$ cat src/rtl/wb_serial_adder_if.sv
// Wishbone classic bus bundle for wb_serial_adder.
// The master drives the request side; the slave returns data, ack and err.
interface wb_serial_adder_if #(
  parameter int ADDR_WIDTH = 2,
  parameter int DATA_WIDTH = 32,
  parameter int GRANULE    = 8
);
  localparam int SEL_WIDTH = DATA_WIDTH / GRANULE;

  logic [ADDR_WIDTH-1:0] adr_i;
  logic [DATA_WIDTH-1:0] dat_i;
  logic [DATA_WIDTH-1:0] dat_o;
  logic [SEL_WIDTH-1:0]  sel_i;
  logic                  we_i;
  logic                  stb_i;
  logic                  cyc_i;
  logic                  ack_o;
  logic                  err_o;

  modport master (
    output adr_i, dat_i, sel_i, we_i, stb_i, cyc_i,
    input  dat_o, ack_o, err_o
  );

  modport slave (
    input  adr_i, dat_i, sel_i, we_i, stb_i, cyc_i,
    output dat_o, ack_o, err_o
  );
endinterface

$ cat src/rtl/wb_serial_adder.sv
// Wishbone slave with two operand registers, a control/status register and a
// result register. Add/subtract is done one GRANULE-bit slice per clock with a
// registered carry between slices.
module wb_serial_adder #(
  parameter int ADDR_WIDTH = 2,
  parameter int DATA_WIDTH = 32,
  parameter int GRANULE    = 8
) (
  input  logic               clk_i,
  input  logic               rst_i,
  wb_serial_adder_if.slave   bus,
  output logic               irq_o
);
  localparam int SEL_WIDTH = DATA_WIDTH / GRANULE;
  localparam int CNT_W     = (SEL_WIDTH > 1) ? $clog2(SEL_WIDTH) : 1;
  // Lane that holds the DONE bit (bit 9) of CTRL/STAT.
  localparam int DONE_LANE = 9 / GRANULE;

  typedef enum logic [0:0] {IDLE, RUN} state_t;

  state_t                state_reg, state_next;
  logic [DATA_WIDTH-1:0] op_a_reg, op_b_reg, result_reg;
  logic [DATA_WIDTH-1:0] a_sh_reg, b_sh_reg;
  logic [CNT_W-1:0]      cnt_reg;
  logic                  cin_reg;
  logic                  sub_reg, irq_en_reg, done_reg, carry_reg, ovf_reg;

  logic                  req, rd, wr, wr_err, wr_ok, busy, adr_hi;
  logic                  ctrl_lo_wr, start_go, done_clr, sub_new, last;
  logic [1:0]            word;
  logic [DATA_WIDTH-1:0] lane_mask, rd_data, ctrl_rd;
  logic [GRANULE-1:0]    a_sl, b_sl;
  logic [GRANULE:0]      sum_ext;
  logic                  msb_cin;

  // A new request is only seen once the previous termination has been given.
  assign req  = bus.cyc_i & bus.stb_i & ~bus.ack_o & ~bus.err_o;
  assign rd   = req & ~bus.we_i;
  assign wr   = req & bus.we_i;
  assign word = bus.adr_i[1:0];
  assign busy = (state_reg == RUN);

  generate
    if (ADDR_WIDTH > 2) begin : g_adr_hi
      assign adr_hi = |bus.adr_i[ADDR_WIDTH-1:2];
    end else begin : g_adr_lo
      assign adr_hi = 1'b0;
    end
  endgenerate

  // Expand byte selects into a per-bit write mask.
  generate
    for (genvar gi = 0; gi < SEL_WIDTH; gi++) begin : g_lane
      assign lane_mask[gi*GRANULE +: GRANULE] = {GRANULE{bus.sel_i[gi]}};
    end
  endgenerate

  // Lane 0 of CTRL carries START and SUB, so any lane-0 CTRL write while busy
  // is rejected as a whole; the register is left untouched.
  assign wr_err = wr & (adr_hi | (word == 2'd3) |
                  (busy & ((word == 2'd0) | (word == 2'd1) |
                           ((word == 2'd2) & bus.sel_i[0]))));
  assign wr_ok      = wr & ~wr_err;
  assign ctrl_lo_wr = wr_ok & ~adr_hi & (word == 2'd2) & bus.sel_i[0];
  assign start_go   = ctrl_lo_wr & bus.dat_i[0];
  assign sub_new    = ctrl_lo_wr ? bus.dat_i[1] : sub_reg;
  assign done_clr   = wr_ok & ~adr_hi & (word == 2'd2) &
                      bus.sel_i[DONE_LANE] & bus.dat_i[9];

  // One adder slice; operands are shifted down so the active slice is always the LSBs.
  assign a_sl    = a_sh_reg[GRANULE-1:0];
  assign b_sl    = b_sh_reg[GRANULE-1:0];
  assign sum_ext = {1'b0, a_sl} + {1'b0, b_sl} + {{GRANULE{1'b0}}, cin_reg};
  assign msb_cin = a_sl[GRANULE-1] ^ b_sl[GRANULE-1] ^ sum_ext[GRANULE-1];
  assign last    = (cnt_reg == CNT_W'(SEL_WIDTH - 1));

  assign irq_o = done_reg & irq_en_reg;

  // Status word and read-data mux.
  always_comb begin
    ctrl_rd     = '0;
    ctrl_rd[1]  = sub_reg;
    ctrl_rd[2]  = irq_en_reg;
    ctrl_rd[8]  = busy;
    ctrl_rd[9]  = done_reg;
    ctrl_rd[10] = carry_reg;
    ctrl_rd[11] = ovf_reg;
    rd_data     = '0;
    if (!adr_hi) begin
      case (word)
        2'd0:    rd_data = op_a_reg;
        2'd1:    rd_data = op_b_reg;
        2'd2:    rd_data = ctrl_rd;
        default: rd_data = result_reg;
      endcase
    end
  end

  // FSM next-state: IDLE until START, RUN for SEL_WIDTH slices.
  always_comb begin
    state_next = state_reg;
    case (state_reg)
      IDLE:    if (start_go) state_next = RUN;
      RUN:     if (last) state_next = IDLE;
      default: state_next = IDLE;
    endcase
  end

  // FSM state register.
  always_ff @(posedge clk_i) begin
    if (!rst_i) state_reg <= IDLE;
    else        state_reg <= state_next;
  end

  // Bus termination, register writes and slice datapath.
  always_ff @(posedge clk_i) begin
    if (!rst_i) begin
      bus.ack_o  <= 1'b0;
      bus.err_o  <= 1'b0;
      bus.dat_o  <= '0;
      op_a_reg   <= '0;
      op_b_reg   <= '0;
      result_reg <= '0;
      a_sh_reg   <= '0;
      b_sh_reg   <= '0;
      cnt_reg    <= '0;
      cin_reg    <= 1'b0;
      sub_reg    <= 1'b0;
      irq_en_reg <= 1'b0;
      done_reg   <= 1'b0;
      carry_reg  <= 1'b0;
      ovf_reg    <= 1'b0;
    end else begin
      bus.ack_o <= rd | wr_ok;
      bus.err_o <= wr_err;
      bus.dat_o <= rd ? rd_data : '0;

      if (wr_ok && !adr_hi && word == 2'd0)
        op_a_reg <= (op_a_reg & ~lane_mask) | (bus.dat_i & lane_mask);
      if (wr_ok && !adr_hi && word == 2'd1)
        op_b_reg <= (op_b_reg & ~lane_mask) | (bus.dat_i & lane_mask);
      if (ctrl_lo_wr) begin
        sub_reg    <= bus.dat_i[1];
        irq_en_reg <= bus.dat_i[2];
      end

      if (start_go) begin
        a_sh_reg <= op_a_reg;
        b_sh_reg <= sub_new ? ~op_b_reg : op_b_reg;
        cin_reg  <= sub_new;
        cnt_reg  <= '0;
      end else if (busy) begin
        result_reg[cnt_reg*GRANULE +: GRANULE] <= sum_ext[GRANULE-1:0];
        a_sh_reg <= a_sh_reg >> GRANULE;
        b_sh_reg <= b_sh_reg >> GRANULE;
        cin_reg  <= sum_ext[GRANULE];
        cnt_reg  <= cnt_reg + 1'b1;
        if (last) begin
          carry_reg <= sum_ext[GRANULE];
          ovf_reg   <= msb_cin ^ sum_ext[GRANULE];
        end
      end

      // Completion has priority over a same-cycle clear.
      if (busy && last)               done_reg <= 1'b1;
      else if (start_go || done_clr)  done_reg <= 1'b0;
    end
  end
endmodule
$ cat src/flat_wrapper.sv
// flat-port wrapper written by rule: the top's interface ports become plain ports
module wb_serial_adder_flat 
#(
  parameter int ADDR_WIDTH = 2,
  parameter int DATA_WIDTH = 32,
  parameter int GRANULE    = 8
)
  (clk_i, rst_i, irq_o, bus_adr_i, bus_dat_i, bus_sel_i, bus_we_i, bus_stb_i, bus_cyc_i, bus_dat_o, bus_ack_o, bus_err_o);
  wb_serial_adder_if #(.ADDR_WIDTH(ADDR_WIDTH), .DATA_WIDTH(DATA_WIDTH), .GRANULE(GRANULE)) bus_i ();
  input  logic clk_i;
  input  logic rst_i;
  output logic irq_o;
  input wire logic [$bits(bus_i.adr_i)-1:0] bus_adr_i;
  input wire logic [$bits(bus_i.dat_i)-1:0] bus_dat_i;
  input wire logic [$bits(bus_i.sel_i)-1:0] bus_sel_i;
  input wire logic [$bits(bus_i.we_i)-1:0] bus_we_i;
  input wire logic [$bits(bus_i.stb_i)-1:0] bus_stb_i;
  input wire logic [$bits(bus_i.cyc_i)-1:0] bus_cyc_i;
  output wire logic [$bits(bus_i.dat_o)-1:0] bus_dat_o;
  output wire logic [$bits(bus_i.ack_o)-1:0] bus_ack_o;
  output wire logic [$bits(bus_i.err_o)-1:0] bus_err_o;
  assign bus_i.adr_i = bus_adr_i;
  assign bus_i.dat_i = bus_dat_i;
  assign bus_i.sel_i = bus_sel_i;
  assign bus_i.we_i = bus_we_i;
  assign bus_i.stb_i = bus_stb_i;
  assign bus_i.cyc_i = bus_cyc_i;
  assign bus_dat_o = bus_i.dat_o;
  assign bus_ack_o = bus_i.ack_o;
  assign bus_err_o = bus_i.err_o;
  wb_serial_adder #(.ADDR_WIDTH(ADDR_WIDTH), .DATA_WIDTH(DATA_WIDTH), .GRANULE(GRANULE)) u_core (.clk_i(clk_i), .rst_i(rst_i), .bus(bus_i), .irq_o(irq_o));
endmodule
$ cat config.mk
export PLATFORM = sky130hd
export DESIGN_NAME = wb_serial_adder_flat
export DESIGN_NICKNAME = d
export VERILOG_FILES = /design/src/rtl/wb_serial_adder_if.sv /design/src/rtl/wb_serial_adder.sv /design/src/flat_wrapper.sv
export SDC_FILE = /design/constraint.sdc
export NUM_CORES = 1
export LEC_CHECK = 0
export CAP_MARGIN = 25
export CORE_ASPECT_RATIO = 0.8
export CORE_UTILIZATION = 57
export DETAILED_ROUTE_END_ITERATION = 7
export PLACE_DENSITY = 0.84
export RECOVER_POWER = 100
export SYNTH_ARGS = -nofsm -noshare
export SYNTH_HDL_FRONTEND = slang
export SYNTH_SLANG_ARGS = --single-unit
export TNS_END_PERCENT = 100
$ cat constraint.sdc
create_clock -name clk_i -period 2.5 [get_ports clk_i]
set_input_delay 0.375 -clock clk_i [delete_from_list [all_inputs] [get_ports clk_i]]
set_output_delay 0.375 -clock clk_i [all_outputs]
set_load 0.01 [all_outputs]
Word level (Yosys, flattened, before mapping)
Cells that the tools add are included.
- shift-type cells: 2
- bitwise gates (word level): 36
- reductions and logical operators: 11
- muxes and demuxes: 15
- equal/unequal tests: 4
- add/sub/neg operators: 4
- operator list (kind ; number):
    $mux W32 ; 5
    $and A32 B32 Y32 ; 3
    $pmux W32 S3 ; 1
    $not A32 Y32 ; 2
    $or A32 B32 Y32 ; 2
    $neg A5 Y34 ; 1
    $shift A8 B34 Y32 const A ; 1
    $shiftx A8 B34 Y32 ; 1
    $bwmux W32 ; 1
    $and A1 B1 Y1 ; 15
    $add A8 B8 Y9 ; 1
    $add A9 B1 Y9 ; 1
    $mux W1 ; 7
    $not A1 Y1 ; 7
    $eq A2 B2 Y1 const B ; 3
    $or A1 B1 Y1 ; 4
    $reduce_and A2 Y1 ; 2
    $reduce_bool A2 Y1 ; 2
    $logic_and A1 B1 Y1 ; 3
    $reduce_and A3 Y1 ; 1
    $xor A1 B1 Y1 ; 3
    $add A2 B1 Y2 const B ; 1
    $eq A2 B1 Y1 const B ; 1
    $logic_not A2 Y1 ; 1
    other kinds (3) ; 3
- register bits: 203

Logic depth before layout (Yosys ltp)
Gate-level depths: netlist of run 1.
- depth in word-level cells: 14
- gate-level depth with buffers: 8
- gate-level depth less buffers: 7

Worst setup path after synthesis of run 1
No wires, ideal clock.
- path type: input port to flip-flop
- from: in bus_adr_i[1]
- to: reg with a tool-made name
- required time: 2372 ps
- stages: 5
- path slack: 366 ps
- arrival time: 2006 ps
- cell sequence: or2b_2 > a2111oi_4 > nand3_2 > mux2i_1 > nor2_1
- RTL lines (item ; line ; RTL):
    start: declaration ; flat_wrapper.sv:13 ; input wire logic [$bits(bus_i.adr_i)-1:0] bus_adr_i;

Worst setup path after layout of run 1
- from: reg u_core.cin_reg
- to: reg u_core.result_reg[28]
- word-level cells in the longest chain between the ends: 3
- RTL lines (item ; line ; RTL):
    start: declaration ; wb_serial_adder.sv:25 ; logic cin_reg;
    start signal: assignment ; wb_serial_adder.sv:150 ; cin_reg <= sub_new;
    start signal: assignment ; wb_serial_adder.sv:156 ; cin_reg <= sum_ext[GRANULE];
    $add A9 B1 Y9 ; wb_serial_adder.sv:73 ; assign sum_ext = {1'b0, a_sl} + {1'b0, b_sl} + {{GRANULE{1'b0}}, cin_reg};
    $shiftx A8 B34 Y32 ; wb_serial_adder.sv:153 ; result_reg[cnt_reg*GRANULE +: GRANULE] <= sum_ext[GRANULE-1:0];
    $bwmux W32 ; wb_serial_adder.sv:153 ;
    end signal: indexed assignment ; wb_serial_adder.sv:153 ;
    end: declaration ; wb_serial_adder.sv:22 ; logic [DATA_WIDTH-1:0] op_a_reg, op_b_reg, result_reg;
No other way between the ends.
A chain may end at the register's enable or synchronous reset.

==> results of run 1 <==
==> cells in the mapped netlist (all sizes together), types with 2 or more instances <==
library cell / n / share of area (%)
dfxtp: 203 / 47
nor2: 108 / 4.7
a22oi: 99 / 8.6
nand2: 80 / 3.5
mux2i: 67 / 7.8
clkbuf: 51 / 2.6
a21boi: 47 / 4.1
nand3: 36 / 2.5
xor2: 34 / 3.4
a21oi: 27 / 1.6
mux2: 26 / 3.4
nor2b: 26 / 1.9
ha: 12 / 1.7
o21ai: 10 / 0.58
buf: 9 / 0.55
inv: 9 / 0.39
mux4: 6 / 1.6
and2: 5 / 0.38
nor4: 3 / 0.22
xnor2: 3 / 0.30
a2111oi: 2 / 0.64
a211oi: 2 / 0.17
a21o: 2 / 0.19
fa: 2 / 0.46
nand2b: 2 / 0.14
o211ai: 2 / 0.17
o21a: 2 / 0.17
==> cell families after synthesis <==
| group | after synthesis | synth area share [%] |
|---|---|---|
| simple gates | 271 | 14.31 |
| flops | 203 | 46.98 |
| compound gates | 197 | 16.52 |
| mux | 99 | 12.70 |
| buf+inv | 70 | 3.544 |
| xor+xnor | 37 | 3.747 |
| fa+ha+maj | 14 | 2.199 |
==> routing by layer <==
metal	global-route usage [%]	up-vias	wire length, um
met2	48.30	358	10500
met1	43.26	3470	10310
li1	-	3270	-
met4	9.670	0	760
met5	0	-	0
met3	6.997	67	2374
==> per-stage QoR <==
step                hold WS, ps  util [%]
floorplan                 435.5         -
global placement          441.5     67.33
detailed placement        453.0     67.33
CTS                       374.0     72.23
global route              414.3     71.51
finish                    374.8     71.51
==> repair_timing <==
| action | CTS | global route |
|---|---|---|
| resized for setup | 0 | 1 |
| hold endpoints to repair | 0 | 0 |
| buffers inserted | 0 | 0 |
| setup endpoints to repair | 0 | 3 |
==> final cells by class <==
cell class | count | area, um2 | area share, %
well taps | 184 | 230.2 | 2.214
clock inverters | 10 | 155.1 | 1.492
multi-input cells | 618 | 4280 | 41.16
flip-flops and latches | 203 | 4065 | 39.09
repair buffers | 113 | 1074 | 10.32
clock buffers | 24 | 556.8 | 5.354
inverters | 10 | 37.54 | 0.3610
==> tightest hold or removal path, stage by stage <==
cell	delay (ps)
buf_2	120
inv_2	190
nor2_1	140
==> power groups by stage <==
stage	Clock, mW	Combinational (mW)	Sequential (mW)
after floorplan	0	0.163	3.32
after global placement	0	0.308	3.32
after detailed placement	0	0.310	3.32
after CTS	3.26	0.313	3.25
after global routing	3.42	0.327	3.25
final	3.26	0.310	3.25
==> worst min path at each step <==
stage / cells past startpoint / to / slack [ps]
floorplan: 2 / u_core.a_sh_reg[14] / 440
global placement: 2 / u_core.a_sh_reg[14] / 440
detailed placement: 2 / u_core.b_sh_reg[15] / 450
CTS: 3 / flip-flop / 370
global route: 3 / flip-flop / 410
finish: 3 / flip-flop / 370
==> out/metrics.csv, run 1 <==
metric;value;unit
Core Region;14540;um2
PortBufs;77;
grt ovf;0;
RSZ-0062 raised after global routing;false;
number of routed nets with antenna violations;0;
CTS Hold Buffers Added;0;
Post-synth EDFFs;0;
Max stage delay on crit path;480;ps
Initial Util;59.48;%
fin crit period;2337;ps
initial DRC count;808;
Placed Cells;1128;
Area Overhead vs Synth;20.22;%
Fin Clk Skew;7.387;ps
Critical Path Start Type;flip-flop;
clk_lat worst skew;500;ps
Post-DP Area;9791;um2
fin crit share;93.48;%
Critical path buffers and inverters;1;
global-route total usage across every layer;31.13;%
flops & latches, synth;203;
sequential share of power;47.7;%
VDD IR-drop max;0.5263;mV
CP Class;reg2reg;
Max Clock Freq;427.9;MHz
DP Wirelength;15.59;mm
clk buf depth;3;
leakage power;4.241;nW
Routed WL;23.94;mm
CP endpoint;u_core.result_reg[28];
reg-to-reg critical path endpoint;u_core.result_reg[28];
initial antenna violation count;0;
Fillers;1056;
fin area;10400;um2
diodes inserted;0;
GPL Wtd Cong;0.8736;
Req. time, crit path;2920;ps
r2r setup slk;160;ps
Worst path slowest cell;fa_1;
CTS Sinks;203;
DR pass1 iterations;5;
DR vias;7165;
syn nets;948;
status;finished, final reports clean;
most common cell after layout, fill and taps aside;dfxtp_1;
most frequent cells in the layout;202 x dfxtp_1, 107 x nor2_1, 99 x a22oi_1;
Syn Inst Count;891;
Worst Setup SP;u_core.cin_reg;
CTS root buffer;clkbuf_16;
switching power;1.442;mW
pre-CTS setup slack;-25.72;ps
worst-margin pin slew;851.7;ps
TritonCTS buffer count;20;
Most common cell on crit path;fa_1;
min-delay src;rst_i;
combinational share of power;4.6;%
CTS clk-pin slew, worst paths;60;ps
Post-Layout Cell Count;1162;
Setup Viol. Count Final;0;
Internal Power;5.375;mW
critical path endpoint category;flip-flop;
I/O pin cnt;78;
reg2reg start;u_core.cin_reg;
Die Y;112.2;um
TritonCTS clock tree;yes;
Netlist cell types;50;
drt wl/cell;20.60;um
global-route wire length before repair;38.31;mm
top_reg_cell synth;dfxtp_1;
WP depth;7;
largest net degree at the start of global routing;84;
setup_tns;0;ps
sequential fraction of the synthesis area;46.98;%
Async SR Flop Fraction;0;%
row cnt;39;
Die ar.;15670;um2
fin nets;1023;
syn avg cell area;9.708;um2
Max Cap Viol;0;
Die Wd;139.7;um
H-tree depth;1;
layout cells sized above 1;11.55;%
# DRC;0;
final slew viol count;0;
reg2reg path depth;7;
Hold Vio Cnt, Final;0;
CP cell instances;fa_1 -> fa_1 -> a211oi_2 -> o21ai_0 -> clkbuf_2 -> nand2b_1 -> a21boi_0;
yosys warns;0;
vias per inst;6.166;
CP max FO;4;
switching share of power;21.15;%
Post-Syn Area;8650;um2
PD cells;655.5;nW/um2
clock power share;47.8;%
vias in the first global route;7076;
cell family with most CP delay;adder cells;
Critical Path AT;2750;ps
HP Class;in2reg;
overall power;6.817;mW
Rel. slew slack;42.81;%
final setup margin;162.9;ps
Note: power is estimated with default switching activity, not from simulation.
==> run 2: changes to the inputs <==
--- a/config.mk
+++ b/config.mk
@@ -11,6 +11,7 @@
 export DETAILED_ROUTE_END_ITERATION = 7
 export PLACE_DENSITY = 0.84
 export RECOVER_POWER = 100
+export SKIP_CTS_REPAIR_TIMING = 1
 export SYNTH_ARGS = -nofsm -noshare
 export SYNTH_HDL_FRONTEND = slang
 export SYNTH_SLANG_ARGS = --single-unit
==> results of run 2 <==
No change in the layout: final DEF, timing and power equal those of run 1.
